<file path="src/rtl/led_disp_arbiter.sv">
// led_disp_arbiter
// Shares the single 8-bit LED/segment bank between NUM_REQ pattern sources.
// Ownership rotates round-robin on a millisecond slice timer. Every hand-over
// passes through one blanked GAP cycle, so two grants are never high together.
//
// Parameters
//   CLK_IN_MHZ   input clock in MHz; one ms tick every CLK_IN_MHZ*1000 cycles
//   NUM_REQ      number of requesters (2..8)
//   SLICE_MS     ownership slice length in ms ticks (>= 1)
//   BLINK_MS     fault-code blink half-period in ms ticks (>= 1)
//   LED_POLARITY 1: active-high pins, 0: pins inverted
//
// Ports
//   clk_i          system clock
//   rstn_i         asynchronous active-low reset
//   req_i          per-requester level request, held while owning
//   data_i         pattern of requester i in bits [8i+7:8i], 1 = lit
//   fault_i        fault override request (level)
//   fault_code_i   pattern shown while in fault
//   gnt_o          registered one-hot grant
//   owner_o        registered index of current/last owner
//   led_display_o  registered pin drive, polarity applied
//
// Build option
//   LED_ARB_FAULT_EN  compile in the blinking fault-code override. Without
//                     it fault_i / fault_code_i are ignored.

module led_disp_arbiter #(
  parameter int unsigned CLK_IN_MHZ   = 100,
  parameter int unsigned NUM_REQ      = 4,
  parameter int unsigned SLICE_MS     = 500,
  parameter int unsigned BLINK_MS     = 250,
  parameter logic        LED_POLARITY = 1'b1
) (
  input  logic                       clk_i,
  input  logic                       rstn_i,
  input  logic [NUM_REQ-1:0]         req_i,
  input  logic [NUM_REQ*8-1:0]       data_i,
  input  logic                       fault_i,
  input  logic [7:0]                 fault_code_i,
  output logic [NUM_REQ-1:0]         gnt_o,
  output logic [$clog2(NUM_REQ)-1:0] owner_o,
  output logic [7:0]                 led_display_o
);

  localparam int unsigned IDX_W   = $clog2(NUM_REQ);
  localparam int unsigned PRE_CNT = CLK_IN_MHZ * 1000;
  localparam int unsigned PRE_W   = $clog2(PRE_CNT);
  localparam int unsigned SL_W    = (SLICE_MS > 1) ? $clog2(SLICE_MS) : 1;

  // Pin value that shows a blank (logical 0x00) bank.
  localparam logic [7:0] PINS_BLANK = {8{~LED_POLARITY}};

  typedef enum logic [1:0] {
    IDLE  = 2'd0,
    OWN   = 2'd1,
    GAP   = 2'd2,
    FAULT = 2'd3
  } state_e;

  state_e             state_q, state_d;
  logic [IDX_W-1:0]   owner_q, owner_d;
  logic [NUM_REQ-1:0] gnt_q, gnt_d;
  logic [7:0]         disp_q, disp_d;
  logic [PRE_W-1:0]   pre_q, pre_d;
  logic [SL_W-1:0]    slice_q, slice_d;
  logic               tick;

  // Round-robin search results, both starting at owner_q+1.
  // any_*: all NUM_REQ positions (the last one checked is the owner itself).
  // oth_*: only the NUM_REQ-1 positions other than the owner.
  logic               any_found, oth_found;
  logic [IDX_W-1:0]   any_idx, oth_idx, cand;
  logic [7:0]         own_pat, disp_log;

`ifdef LED_ARB_FAULT_EN
  localparam int unsigned BL_W = (BLINK_MS > 1) ? $clog2(BLINK_MS) : 1;
  logic [BL_W-1:0]    blink_q, blink_d;
  logic               phase_q, phase_d;
`else
  // Ports kept for drop-in compatibility; feature not built.
  logic               unused_fault;
  assign unused_fault = fault_i ^ (^fault_code_i);
`endif

  // ------------------------------------------------------------------
  // Free-running millisecond prescaler
  // ------------------------------------------------------------------
  assign tick  = (pre_q == PRE_W'(PRE_CNT - 1));
  assign pre_d = tick ? '0 : pre_q + 1'b1;

  // ------------------------------------------------------------------
  // Round-robin search
  // ------------------------------------------------------------------
  always_comb begin
    any_found = 1'b0;
    any_idx   = owner_q;
    oth_found = 1'b0;
    oth_idx   = owner_q;
    cand      = '0;
    for (int unsigned k = 1; k <= NUM_REQ; k++) begin
      cand = IDX_W'((32'(owner_q) + k) % NUM_REQ);
      if (!any_found && req_i[cand]) begin
        any_found = 1'b1;
        any_idx   = cand;
      end
      if ((k < NUM_REQ) && !oth_found && req_i[cand]) begin
        oth_found = 1'b1;
        oth_idx   = cand;
      end
    end
  end

  // ------------------------------------------------------------------
  // Next-state logic
  // ------------------------------------------------------------------
  always_comb begin
    state_d = state_q;
    owner_d = owner_q;
    slice_d = slice_q;
`ifdef LED_ARB_FAULT_EN
    blink_d = blink_q;
    phase_d = phase_q;
`endif

    unique case (state_q)
      IDLE, GAP: begin
        if (any_found) begin
          state_d = OWN;
          owner_d = any_idx;
          slice_d = '0;
        end else begin
          state_d = IDLE;
        end
      end

      OWN: begin
        // A dropped request ends the slice at once and also wins over a
        // simultaneous slice expiry, so only one GAP ever results.
        if (!req_i[owner_q]) begin
          state_d = GAP;
        end else if (tick) begin
          if (slice_q == SL_W'(SLICE_MS - 1)) begin
            slice_d = '0;
            if (oth_found) begin
              state_d = GAP;
            end
          end else begin
            slice_d = slice_q + 1'b1;
          end
        end
      end

      FAULT: begin
`ifdef LED_ARB_FAULT_EN
        if (!fault_i) begin
          state_d = GAP;
          slice_d = '0;
        end else if (tick) begin
          if (blink_q == BL_W'(BLINK_MS - 1)) begin
            blink_d = '0;
            phase_d = ~phase_q;
          end else begin
            blink_d = blink_q + 1'b1;
          end
        end
`else
        state_d = GAP;
`endif
      end

      default: state_d = IDLE;
    endcase

`ifdef LED_ARB_FAULT_EN
    // Fault override pre-empts every state; blink restarts lit.
    if (fault_i && (state_q != FAULT)) begin
      state_d = FAULT;
      blink_d = '0;
      phase_d = 1'b1;
    end
`endif
  end

  // Grant mirrors the next state so it is registered together with it.
  always_comb begin
    gnt_d = '0;
    if (state_d == OWN) begin
      gnt_d[owner_d] = 1'b1;
    end
  end

  // Display is computed from the current (registered) state, giving the
  // one-cycle lag behind both the grant and data_i.
  assign own_pat = data_i[{owner_q, 3'b000} +: 8];

  always_comb begin
    disp_log = '0;
    if (state_q == OWN) begin
      disp_log = own_pat;
    end
`ifdef LED_ARB_FAULT_EN
    else if ((state_q == FAULT) && phase_q) begin
      disp_log = fault_code_i;
    end
`endif
    disp_d = LED_POLARITY ? disp_log : ~disp_log;
  end

  // ------------------------------------------------------------------
  // Registers
  // ------------------------------------------------------------------
  always_ff @(posedge clk_i or negedge rstn_i) begin
    if (!rstn_i) begin
      state_q <= IDLE;
      owner_q <= IDX_W'(NUM_REQ - 1);
      gnt_q   <= '0;
      disp_q  <= PINS_BLANK;
      pre_q   <= '0;
      slice_q <= '0;
    end else begin
      state_q <= state_d;
      owner_q <= owner_d;
      gnt_q   <= gnt_d;
      disp_q  <= disp_d;
      pre_q   <= pre_d;
      slice_q <= slice_d;
    end
  end

`ifdef LED_ARB_FAULT_EN
  always_ff @(posedge clk_i or negedge rstn_i) begin
    if (!rstn_i) begin
      blink_q <= '0;
      phase_q <= 1'b1;
    end else begin
      blink_q <= blink_d;
      phase_q <= phase_d;
    end
  end
`endif

  assign gnt_o         = gnt_q;
  assign owner_o       = owner_q;
  assign led_display_o = disp_q;

endmodule

</file>
<file path="config.mk">
export PLATFORM = sky130hd
export DESIGN_NAME = led_disp_arbiter
export DESIGN_NICKNAME = d
export VERILOG_FILES = /design/src/rtl/led_disp_arbiter.sv
export SDC_FILE = /design/constraint.sdc
export NUM_CORES = 1
export LEC_CHECK = 0
export CAP_MARGIN = 40
export CORE_MARGIN = 8
export CORE_UTILIZATION = 43
export CTS_CLUSTER_DIAMETER = 120
export CTS_CLUSTER_SIZE = 12
export DETAILED_ROUTE_END_ITERATION = 12
export GPL_ROUTABILITY_DRIVEN = 0
export GPL_TIMING_DRIVEN = 1
export MAX_ROUTING_LAYER = met4
export PLACE_DENSITY = 0.76
export SKIP_CTS_REPAIR_TIMING = 1
export SLEW_MARGIN = 20
export SYNTH_ARGS = -nofsm -noshare
export SYNTH_HDL_FRONTEND = slang
export SYNTH_SLANG_ARGS = --single-unit
</file>
<file path="constraint.sdc">
create_clock -name clk_i -period 1.89 [get_ports clk_i]
set_input_delay 0.378 -clock clk_i [delete_from_list [all_inputs] [get_ports clk_i]]
set_output_delay 0.378 -clock clk_i [all_outputs]
set_load 0.01 [all_outputs]
</file>
### Word level (Yosys, flattened, before mapping)

Cells that the tools add are included.

| operators by class | value |
|---|---|
| mux-type cells | 36 |
| reduce and logical (&&, ||, !) cells | 11 |
| magnitude comparators | 7 |
| equality and inequality tests | 9 |
| $add $sub $neg | 6 |
| shift operators | 1 |

Operator list:

| kind | number |
|---|---|
| $mux W9 | 4 |
| $shiftx A32 B6 Y8 | 1 |
| $mux W2 | 10 |
| $lt A2 B3 Y1 const B | 6 |
| $pmux W9 S2 | 1 |
| $add A17 B1 Y17 const B | 1 |
| $eq A17 B17 Y1 const B | 1 |
| $mux W17 | 1 |
| $mux W1 | 11 |
| $bmux W1 S2 | 5 |
| $add A9 B1 Y9 const B | 1 |
| $eq A9 B9 Y1 const B | 1 |
| $mux W8 | 1 |
| $ne A2 B2 Y1 const B | 3 |
| $pmux W2 S3 | 1 |
| $add A2 B1 Y2 const B | 2 |
| $add A2 B2 Y2 const B | 2 |
| $eq A2 B1 Y1 const B | 2 |
| $eq A2 B2 Y1 const B | 2 |
| $logic_and A1 B1 Y1 | 4 |
| $mux W4 | 1 |
| $reduce_and A4 Y1 | 1 |
| $logic_not A1 Y1 | 3 |
| $demux W1 S2 | 1 |
| other kinds (4) | 4 |

| word-level totals | value |
|---|---|
| output and inout port bits | 14 |
| flip-flop bits (word level) | 42 |

### Depth between registers and ports, before layout

Gate-level depths: netlist of the first run.

| logic depth | value |
|---|---|
| depth in word-level cells | 20 |
| mapped depth | 8 |
| mapped depth without buffers | 7 |

### Least setup slack after synthesis of the first run

OpenSTA, ideal clock, no wires.

| timing | value |
|---|---|
| path type | flip-flop to flip-flop |
| from | reg owner_q[0], in the netlist owner_o[0] |
| to | reg slice_q[6] |
| setup slack | -0.150 ns |
| buffers on the path | 2 |
| clock period less this slack | 2.040 ns |
| stages on the path, launching flop included | 9 |
| arrival | 1.902 ns |
| required time | 1.752 ns |
| cells stage by stage | dfstp_2 -> buf_6 -> mux4_1 -> nand2b_1 -> nand2b_1 -> nor2b_1 -> buf_2 -> a41oi_1 -> a31oi_1 |

| on the way | value |
|---|---|
| longest elaborated chain between the ends | 15 |
| elaborated cells between the ends (all ways) | 27 |
| classes of those cells | add/sub (4); eq/ne (2); mux (14); reduce/logical (7) |

Ends and longest elaborated chain:

| item | line | text |
|---|---|---|
| start: declaration | 62 | `logic [IDX_W-1:0] owner_q, owner_d;` |
| start signal: assignment | 216 | `owner_q <= IDX_W'(NUM_REQ - 1);` |
| start signal: assignment | 223 | `owner_q <= owner_d;` |
| $add A2 B1 Y2 | 102 | `cand = IDX_W'((32'(owner_q) + k) % NUM_REQ);` |
| $bmux W1 S2 | 103 | `if (!any_found && req_i[cand]) begin` |
| $mux W1 (not written as such) | 103 |  |
| $mux W1 | 103 |  |
| $logic_not A1 Y1 | 103 |  |
| $logic_and A1 B1 Y1 | 103 |  |
| $mux W1 | 103 |  |
| $logic_not A1 Y1 | 103 |  |
| $logic_and A1 B1 Y1 | 103 |  |
| $mux W1 | 103 |  |
| $logic_not A1 Y1 | -- |  |
| $logic_and A1 B1 Y1 | 103 |  |
| $mux W1 | 103 |  |
| $ne A2 B2 Y1 (no source line) | -- |  |
| $reduce_and A4 Y1 (no source line) (*) | -- |  |
| end signal: assignment | 227 | `slice_q <= slice_d;` |
| end: declaration | 66 | `logic [SL_W-1:0] slice_q, slice_d;` |

Mark *: on every way between the ends. The rest lies on a longest branch, timed or not. The select of a mux whose other input is x is not followed.
A chain may end at the register's enable or synchronous reset.

### Final worst setup path of the first run

| timing | value |
|---|---|
| from | reg owner_q[0], in the netlist owner_o[0] |
| to | reg gnt_q[3], in the netlist gnt_o[3] |

| on the way | value |
|---|---|
| elaborated cells between the ends (all ways) | 43 |
| classes of those cells | add/sub (4); order compare (2); eq/ne (1); mux (29); reduce/logical (7) |

RTL lines:

| item | line | text |
|---|---|---|
| $add A2 B1 Y2 | 102 |  |
| $bmux W1 S2 | 107 | `if ((k < NUM_REQ) && !oth_found && req_i[cand]) begin` |
| $mux W1 (not written as such) | 107 |  |
| $mux W1 | 107 |  |
| $logic_not A1 Y1 | 107 |  |
| $logic_and A1 B1 Y1 | 107 |  |
| $mux W1 | 107 |  |
| $logic_not A1 Y1 | 107 |  |
| (+3 left out) | -- |  |
| $mux W2 | 143 | `if (slice_q == SL_W'(SLICE_MS - 1)) begin` |
| $mux W2 | 142 | `end else if (tick) begin` |
| $mux W2 (*) | 140 | `if (!req_i[owner_q]) begin` |
| $pmux W2 S3 (*) | 126 | `unique case (state_q)` |
| via state_d[1] | 61 | `state_e state_q, state_d;` |
| $eq A2 B1 Y1 (*) | 188 | `if (state_d == OWN) begin` |
| $mux W4 (*) | 188 |  |
| via gnt_d[3] | 63 | `logic [NUM_REQ-1:0] gnt_q, gnt_d;` |
| end signal: assignment | 224 | `gnt_q <= gnt_d;` |
| end: declaration | 63 |  |

Mark *: on every way through the listed nets, which the timed path passes. The rest lies on a longest branch. The select of a mux whose other input is x is not followed.

==> impl_metrics.py, run 1 <==
metrics = {
    "critical_path": {
        "cp-start-kind": "register",
        "critical_path_data_arrival_time_ns": 2.20,
        "critPathTopFamily": "flip-flops",
        "crit-reg2reg-launch": "owner_o[0]",
        "worst-path-buf-inv": 2,
        "rr_endpoint": "gnt_o[3]",
        "worst-endpoint-required_ns": 2.07,
        "crit_top_cell": "sky130_fd_sc_hd__buf_4",
        "crit_fanout": 5,
        "r2r.worst_path.cells": 7,
        "timing.setup.critical_path_class": "reg -> reg",
        "slowest_delay_ns": 0.60,
        "worstPathCellList": "buf_4 > mux4_2 > nand2b_1 > buf_4 > a32o_2 > or2_4 > and3b_1",
        "critical_path_cell_count": 7,
        "endpoint_kind": "register",
        "critPathSlowestCell": "sky130_fd_sc_hd__dfstp_2",
        "rrSetupSlack_ns": -0.13,
    },
    "global_routing": {
        "largest_net_degree_at_the_start_of_global_routing": 23,
        "global_route.overflow_total": 0,
        "first_pass_grt_wire_length_mm": 8.51,
        "grt_util_all_layers": 0.145,
        "antenna_violations_before_repair": 0,
        "number_of_global_route_vias_before_repair": 1812,
    },
    "power_and_ir_drop": {
        "power_share_of_the_combinational_group": 0.479,
        "share_clk_of_total_power": 0.175,
        "pwr_density_nw_per_um2": 1060,
        "vdd.ir_drop.worst_mv": 0.695,
        "power.switching_w": 0.00109,
        "netSwitchingFraction": 0.322,
        "total_power_w": 0.00337,
        "power.sequential.fraction": 0.346,
        "p_leak_nw": 1.41,
        "p_int_w": 0.00229,
    },
    "detailed_routing": {
        "routed-via-count": 1810,
        "ant_nets_after_route": 0,
        "detailedRoute.firstIterationViolations": 100,
        "firstDrtPassIters": 4,
        "via_to_cell_ratio": 5.11,
        "drc": 0,
        "route.detailed.wl_per_inst_um": 14.8,
        "routed_wirelength_mm": 5.22,
    },
    "die": {
        "die_span_x_um": 87.5,
        "die-height_um": 87.5,
        "fp.dieArea_um2": 7660,
        "design.portCount": 61,
        "initial_core_utilization": 0.439,
        "floorplan.core_area_um2": 5010,
        "placement_rows": 26,
    },
    "timing": {
        "grt_setup_unrepaired": "true",
        "fin_hold_ws_ns": 0.0428,
        "fin_setup_tns_ns": -0.898,
        "post_route_minimum_period_ns": 2.02,
        "finalSetupViolCount": 12,
        "fmax_mhz": 496,
        "setup_ws_ns": -0.128,
        "final.setup_skew_ns": 0.00236,
        "post-route-period-util": 1.07,
        "max-slew-margin-rel": 0.677,
        "timing.final.max_slew_violations": 0,
        "tightestPinTransition_ns": 0.485,
        "timing_hold_violations_final": 0,
    },
    "logic_synthesis": {
        "postSynthNetCount": 249,
        "synth-edff-count": 0,
        "synthDistinctLibCells": 44,
        "synth_ff_type": "sky130_fd_sc_hd__dfrtp_1",
        "share_of_flip_flops_with_an_asynchronous_set_or_reset": 1.00,
        "syn_inst": 200,
        "synth.largest_area_cell": "sky130_fd_sc_hd__dfrtp_1",
        "synth.most_common_cell": "sky130_fd_sc_hd__dfrtp_1",
        "ys.warnings.count": 0,
        "yosys-top-cells-area": "sky130_fd_sc_hd__dfrtp_1, sky130_fd_sc_hd__mux4_2, sky130_fd_sc_hd__nor2b_1, sky130_fd_sc_hd__xnor2_1, sky130_fd_sc_hd__nor2_1",
        "seq_area_frac_synth": 0.479,
        "avgSynthCellArea_um2": 11.0,
        "synth.cell_area_um2": 2200,
        "synthTopCellsByCount": "sky130_fd_sc_hd__dfrtp_1, sky130_fd_sc_hd__nor2_1, sky130_fd_sc_hd__nand2_1, sky130_fd_sc_hd__nor2b_1, sky130_fd_sc_hd__a21oi_1",
        "synthDominantCellAreaShare": 0.455,
        "synth.ff_latch_count": 42,
    },
    "cts": {
        "clk_root_buffer_cell": "sky130_fd_sc_hd__clkbuf_8",
        "numCtsBuffers": 5,
        "clkSinkCount": 42,
        "clk-insertion-delay-late_ns": 0.29,
        "cts_tree": "done",
        "clk_pin_slew_worst_paths_ns": 0.08,
        "number_of_levels_the_h_tree_was_split_into": 2,
        "ctsLongestPathBuffers": 2,
    },
    "worst_hold_path": {
        "worst_hold_path_type": "in -> async",
    },
    "cells_and_area": {
        "syn2layout_area_growth_pct": 45.2,
        "design.final.nets": 332,
        "fillCellCount": 396,
        "post_route_cells_drive_above_1_share": 0.261,
        "sequential_cell_area_um2": 1050,
        "multiInputGateArea_um2": 1150,
        "n_antenna_cell": 0,
    },
    "placement": {
        "dp_hpwl_mm": 4.03,
        "numPortBuffers": 51,
    },
    "flow_run": {
        "max_cap_violations": 0,
    },
    "status": {
        "failed_checks": "setup timing",
        "outcome": "finished with violations",
    },
}
-- cell type report --
class | count | area share
repair buffers | 83 | 0.246
clock buffers | 6 | 0.0259
inverters | 5 | 0.00588
flip-flops and latches | 42 | 0.330
multi-input cells | 146 | 0.361
well taps | 70 | 0.0274
clock inverters | 2 | 0.00392
-- metal layers --
metal  share of wire  GRT usage  wire length (µm)
met1            0.42      0.172              2170
met5               0          -                 0
met2            0.54      0.244              2840
met3           0.023     0.0217               121
met4           0.018     0.0516                95
-- kinds of logic (layout without fill, tap and decap cells) --
kind of cell             count (synthesis)  after routing  share of synthesized area
AO/OA/AOI/OAI                           32             32                     0.0939
XOR/XNOR                                15             15                     0.0631
adder cells (fa/ha/maj)                  2              2                     0.0114
buffers and inverters                   12             96                     0.0284
flip-flops                              42             42                      0.479
multiplexers                            10             10                      0.100
AND/OR/NAND/NOR                         87             87                      0.224
-- cells in the final DEF (no fill, tap or decap), drive strengths merged, types with 5 or more instances in the layout --
| master | instances |
|---|---|
| a21oi | 10 |
| dfrtp | 40 |
| xnor2 | 9 |
| nand2b | 5 |
| xor2 | 6 |
| nor2b | 14 |
| clkbuf | 6 |
| buf | 33 |
| nor2 | 19 |
| clkdlybuf4s50 | 44 |
| o21ai | 7 |
| mux4 | 9 |
| inv | 5 |
| nand3 | 10 |
| a31oi | 5 |
| nand4 | 5 |
| dlymetal6s2s | 6 |
| nand2 | 14 |
-- through the flow --
stage | cell area, µm² | setup WS, ns | util | instances
finish | 3190 | -0.128 | 0.638 | 354
global route | 3190 | -0.234 | 0.638 | 354
CTS | 3100 | -0.279 | 0.619 | 350
detailed placement | 3000 | -0.525 | 0.600 | 342
global placement | 3000 | -0.396 | 0.600 | 342
floorplan | 2240 | -0.00484 | - | 200
-- power groups by stage --
stage	registers [W]	clock network, W	logic (W)
2_1_floorplan	0.00121	0	0.000835
3_3_place_gp	0.00118	0	0.00146
3_5_place_dp	0.00118	0	0.00148
4_1_cts	0.00117	0.000610	0.00149
5_1_grt	0.00119	0.000659	0.00174
6_report	0.00117	0.000592	0.00161
-- sequential cells by signal, summed over array words and instances (netlist names) --
| signal | cells |
|---|---|
| led_display_o | 8 |
| state_q | 2 |
| slice_q | 9 |
| owner_o | 2 |
| gnt_o | 4 |
| pre_q | 17 |
-- worst reg2reg max path, stage by stage (launching register included) --
cell and delay (ns):
sky130_fd_sc_hd__dfstp_2 0.60, sky130_fd_sc_hd__buf_4 0.15, sky130_fd_sc_hd__mux4_2 0.52, sky130_fd_sc_hd__nand2b_1 0.11
sky130_fd_sc_hd__buf_4 0.11, sky130_fd_sc_hd__a32o_2 0.12, sky130_fd_sc_hd__or2_4 0.14, sky130_fd_sc_hd__and3b_1 0.17
-- how the worst max path moves through the flow --
| stage | start | end | slack, ns |
|---|---|---|---|
| 2_1_floorplan | owner_o[0] | slice_q[8] | -0.005 |
| 3_3_place_gp | req_i[2] | gnt_o[0] | -0.40 |
| 3_5_place_dp | req_i[2] | slice_q[6] | -0.53 |
| 4_1_cts | owner_o[0] | owner_o[0] | -0.28 |
| 5_1_grt | owner_o[0] | gnt_o[1] | -0.23 |
| 6_report | owner_o[0] | gnt_o[3] | -0.13 |
(Power assumes the default switching activity.)
==> inputs of run 2 (changes only) <==
CORE_UTILIZATION = 45   (was 43)
clock period = 2.29 ns   (was 1.89 ns; I/O delays follow)
==> run 2 against run 1 <==
  * The flow now finishes without violations
  * Via count is 4.6% lower
  * First-iteration DRC count grew 8.0%
  * Hold slack got worse by 0.012 ns
  * Non-clock buffer count shrank 18
  * Largest power group unchanged
  * Clock-buffer cell count stayed put
  * Sequential cell count is the same
  * Sequential share of layout area grew 2.5 points
  * Core utilization decreased by 0.95 points
  * Wire length is 13% lower
  * Worst setup slack better by 0.29 ns
==> impl_metrics.py, run 2 (synthesis results as in run 1) <==
metrics = {
    "cells_and_area": {
        "design.final.nets": 314,
        "layout_commonest_cell": "sky130_fd_sc_hd__clkdlybuf4s50_1",
        "layout.core_utilization": 0.628,
        "post_route_cells_drive_above_1_share": 0.143,
        "syn2layout_area_growth_pct": 34.9,
        "n_antenna_cell": 0,
        "most_flop_heavy_register": "pre_q",
        "largest_reg_flops": 17,
        "layout.cells.most_common_list": "sky130_fd_sc_hd__clkdlybuf4s50_1, sky130_fd_sc_hd__dfrtp_1, sky130_fd_sc_hd__nor2_1, sky130_fd_sc_hd__nand2_1, sky130_fd_sc_hd__nor2b_1",
    },
    "cts": {
        "number_of_levels_the_h_tree_was_split_into": 2,
        "clkSinkCount": 42,
        "numCtsBuffers": 5,
        "clk_root_buffer_cell": "sky130_fd_sc_hd__clkbuf_8",
        "clk-insertion-delay-late_ns": 0.30,
        "cts_tree": "done",
        "clk_pin_slew_worst_paths_ns": 0.08,
        "ctsLongestPathBuffers": 2,
    },
    "critical_path": {
        "r2r.worst_path.cells": 7,
        "rrSetupSlack_ns": 0.16,
        "worst-endpoint-required_ns": 2.51,
        "critical_path_data_arrival_time_ns": 2.35,
        "crit-reg2reg-launch": "owner_o[0]",
        "timing.setup.critical_path_class": "reg -> reg",
        "endpoint_kind": "register",
        "crit_fanout": 9,
        "cp-start-kind": "register",
        "rr_endpoint": "gnt_o[1]",
    },
    "timing": {
        "max-slew-margin-rel": 0.663,
        "finalSetupViolCount": 0,
        "post-route-period-util": 0.929,
        "fmax_mhz": 470,
        "tightestPinTransition_ns": 0.505,
        "timing.final.max_slew_violations": 0,
        "timing_hold_violations_final": 0,
        "final.setup_skew_ns": 0.00744,
        "grt_setup_unrepaired": "false",
        "post_route_minimum_period_ns": 2.13,
    },
    "global_routing": {
        "number_of_global_route_vias_before_repair": 1751,
        "largest_net_degree_at_the_start_of_global_routing": 16,
        "antenna_violations_before_repair": 0,
        "first_pass_grt_wire_length_mm": 7.82,
        "grt_util_all_layers": 0.137,
        "global_route.overflow_total": 0,
    },
    "die": {
        "fp.dieArea_um2": 7380,
        "design.portCount": 61,
        "die-height_um": 85.9,
        "initial_core_utilization": 0.466,
        "die_span_x_um": 85.9,
        "placement_rows": 25,
        "floorplan.core_area_um2": 4720,
    },
    "detailed_routing": {
        "firstDrtPassIters": 4,
        "route.detailed.wl_per_inst_um": 13.6,
        "detailedRoute.firstIterationViolations": 108,
        "via_to_cell_ratio": 5.19,
        "routed-via-count": 1727,
        "ant_nets_after_route": 0,
        "drc": 0,
        "routed_wirelength_mm": 4.53,
    },
    "power_and_ir_drop": {
        "total_power_w": 0.00270,
        "pwr_density_nw_per_um2": 911,
        "vdd.ir_drop.worst_mv": 0.470,
        "p_leak_nw": 1.25,
    },
    "worst_hold_path": {
        "worst_hold_path_type": "in -> async",
    },
    "status": {
        "outcome": "completed",
    },
    "flow_run": {
        "max_cap_violations": 0,
    },
    "placement": {
        "numPortBuffers": 51,
        "dp_hpwl_mm": 3.54,
    },
}
[run 2: cell count changes in the layout (fill, tap and decap cells not counted), sizes merged]
cell	change
dlymetal6s2s	-5
clkdlybuf4s50	+5
buf	-18
clkinv	-1
bufinv	+1
[run 2: final cells by class]
cell class,instances,area [µm²]
inverter,5,18.8
fill,371,1760
clock buffer,6,72.6
timing repair buffer,65,617
clock inverter,2,37.5
sequential,42,1050
multi-input combinational,146,1080
tap,67,83.8
[run 2: worst max-delay path: stages (launching register included)]
cell                      delay (ns)
sky130_fd_sc_hd__dfstp_2        0.56
sky130_fd_sc_hd__buf_4          0.18
sky130_fd_sc_hd__mux2i_1        0.10
sky130_fd_sc_hd__a22oi_2        0.25
sky130_fd_sc_hd__nand3_2        0.16
sky130_fd_sc_hd__nor4_4         0.35
sky130_fd_sc_hd__xor2_2         0.25
sky130_fd_sc_hd__nor3b_2        0.21
[run 2: worst max-delay path by stage]
stage | end | from | slack, ns | depth (start not counted)
final | gnt_o[1] | owner_o[0] | 0.16 | 7
after global routing | gnt_o[1] | owner_o[0] | 0.06 | 7
after CTS | owner_o[0] | owner_o[0] | -0.03 | 3
after detailed placement | slice_q[6] | req_i[0] | -0.12 | 8
after global placement | slice_q[6] | req_i[2] | -0.04 | 8
after floorplan | slice_q[6] | owner_o[0] | 0.25 | 8
[run 2: power breakdown]
group	switching, W	internal (W)	leakage, nW
Clock	0.000248	0.000325	0.0514
Combinational	0.000534	0.000655	0.647
Sequential	0.0000611	0.000880	0.553
[run 2: per-stage QoR]
stage | cell area (µm²) | setup TNS (ns) | instances | hold WS (ns) | setup slack (ns)
after floorplan | 2200 | 0 | 200 | 0.162 | 0.250
after global placement | 2850 | -0.167 | 325 | 0.356 | -0.0406
after detailed placement | 2850 | -0.540 | 325 | 0.366 | -0.118
after CTS | 2960 | -0.0290 | 333 | 0.0401 | -0.0290
after global routing | 2970 | 0 | 333 | 0.0470 | 0.0567
final | 2970 | 0 | 333 | 0.0304 | 0.162
[run 2: layer usage]
| metal | track usage | wire length [µm] |
|---|---|---|
| met1 | 0.161 | 2050 |
| met2 | 0.211 | 2130 |
| met3 | 0.0439 | 244 |
| met5 | - | 0 |
| met4 | 0.0621 | 108 |
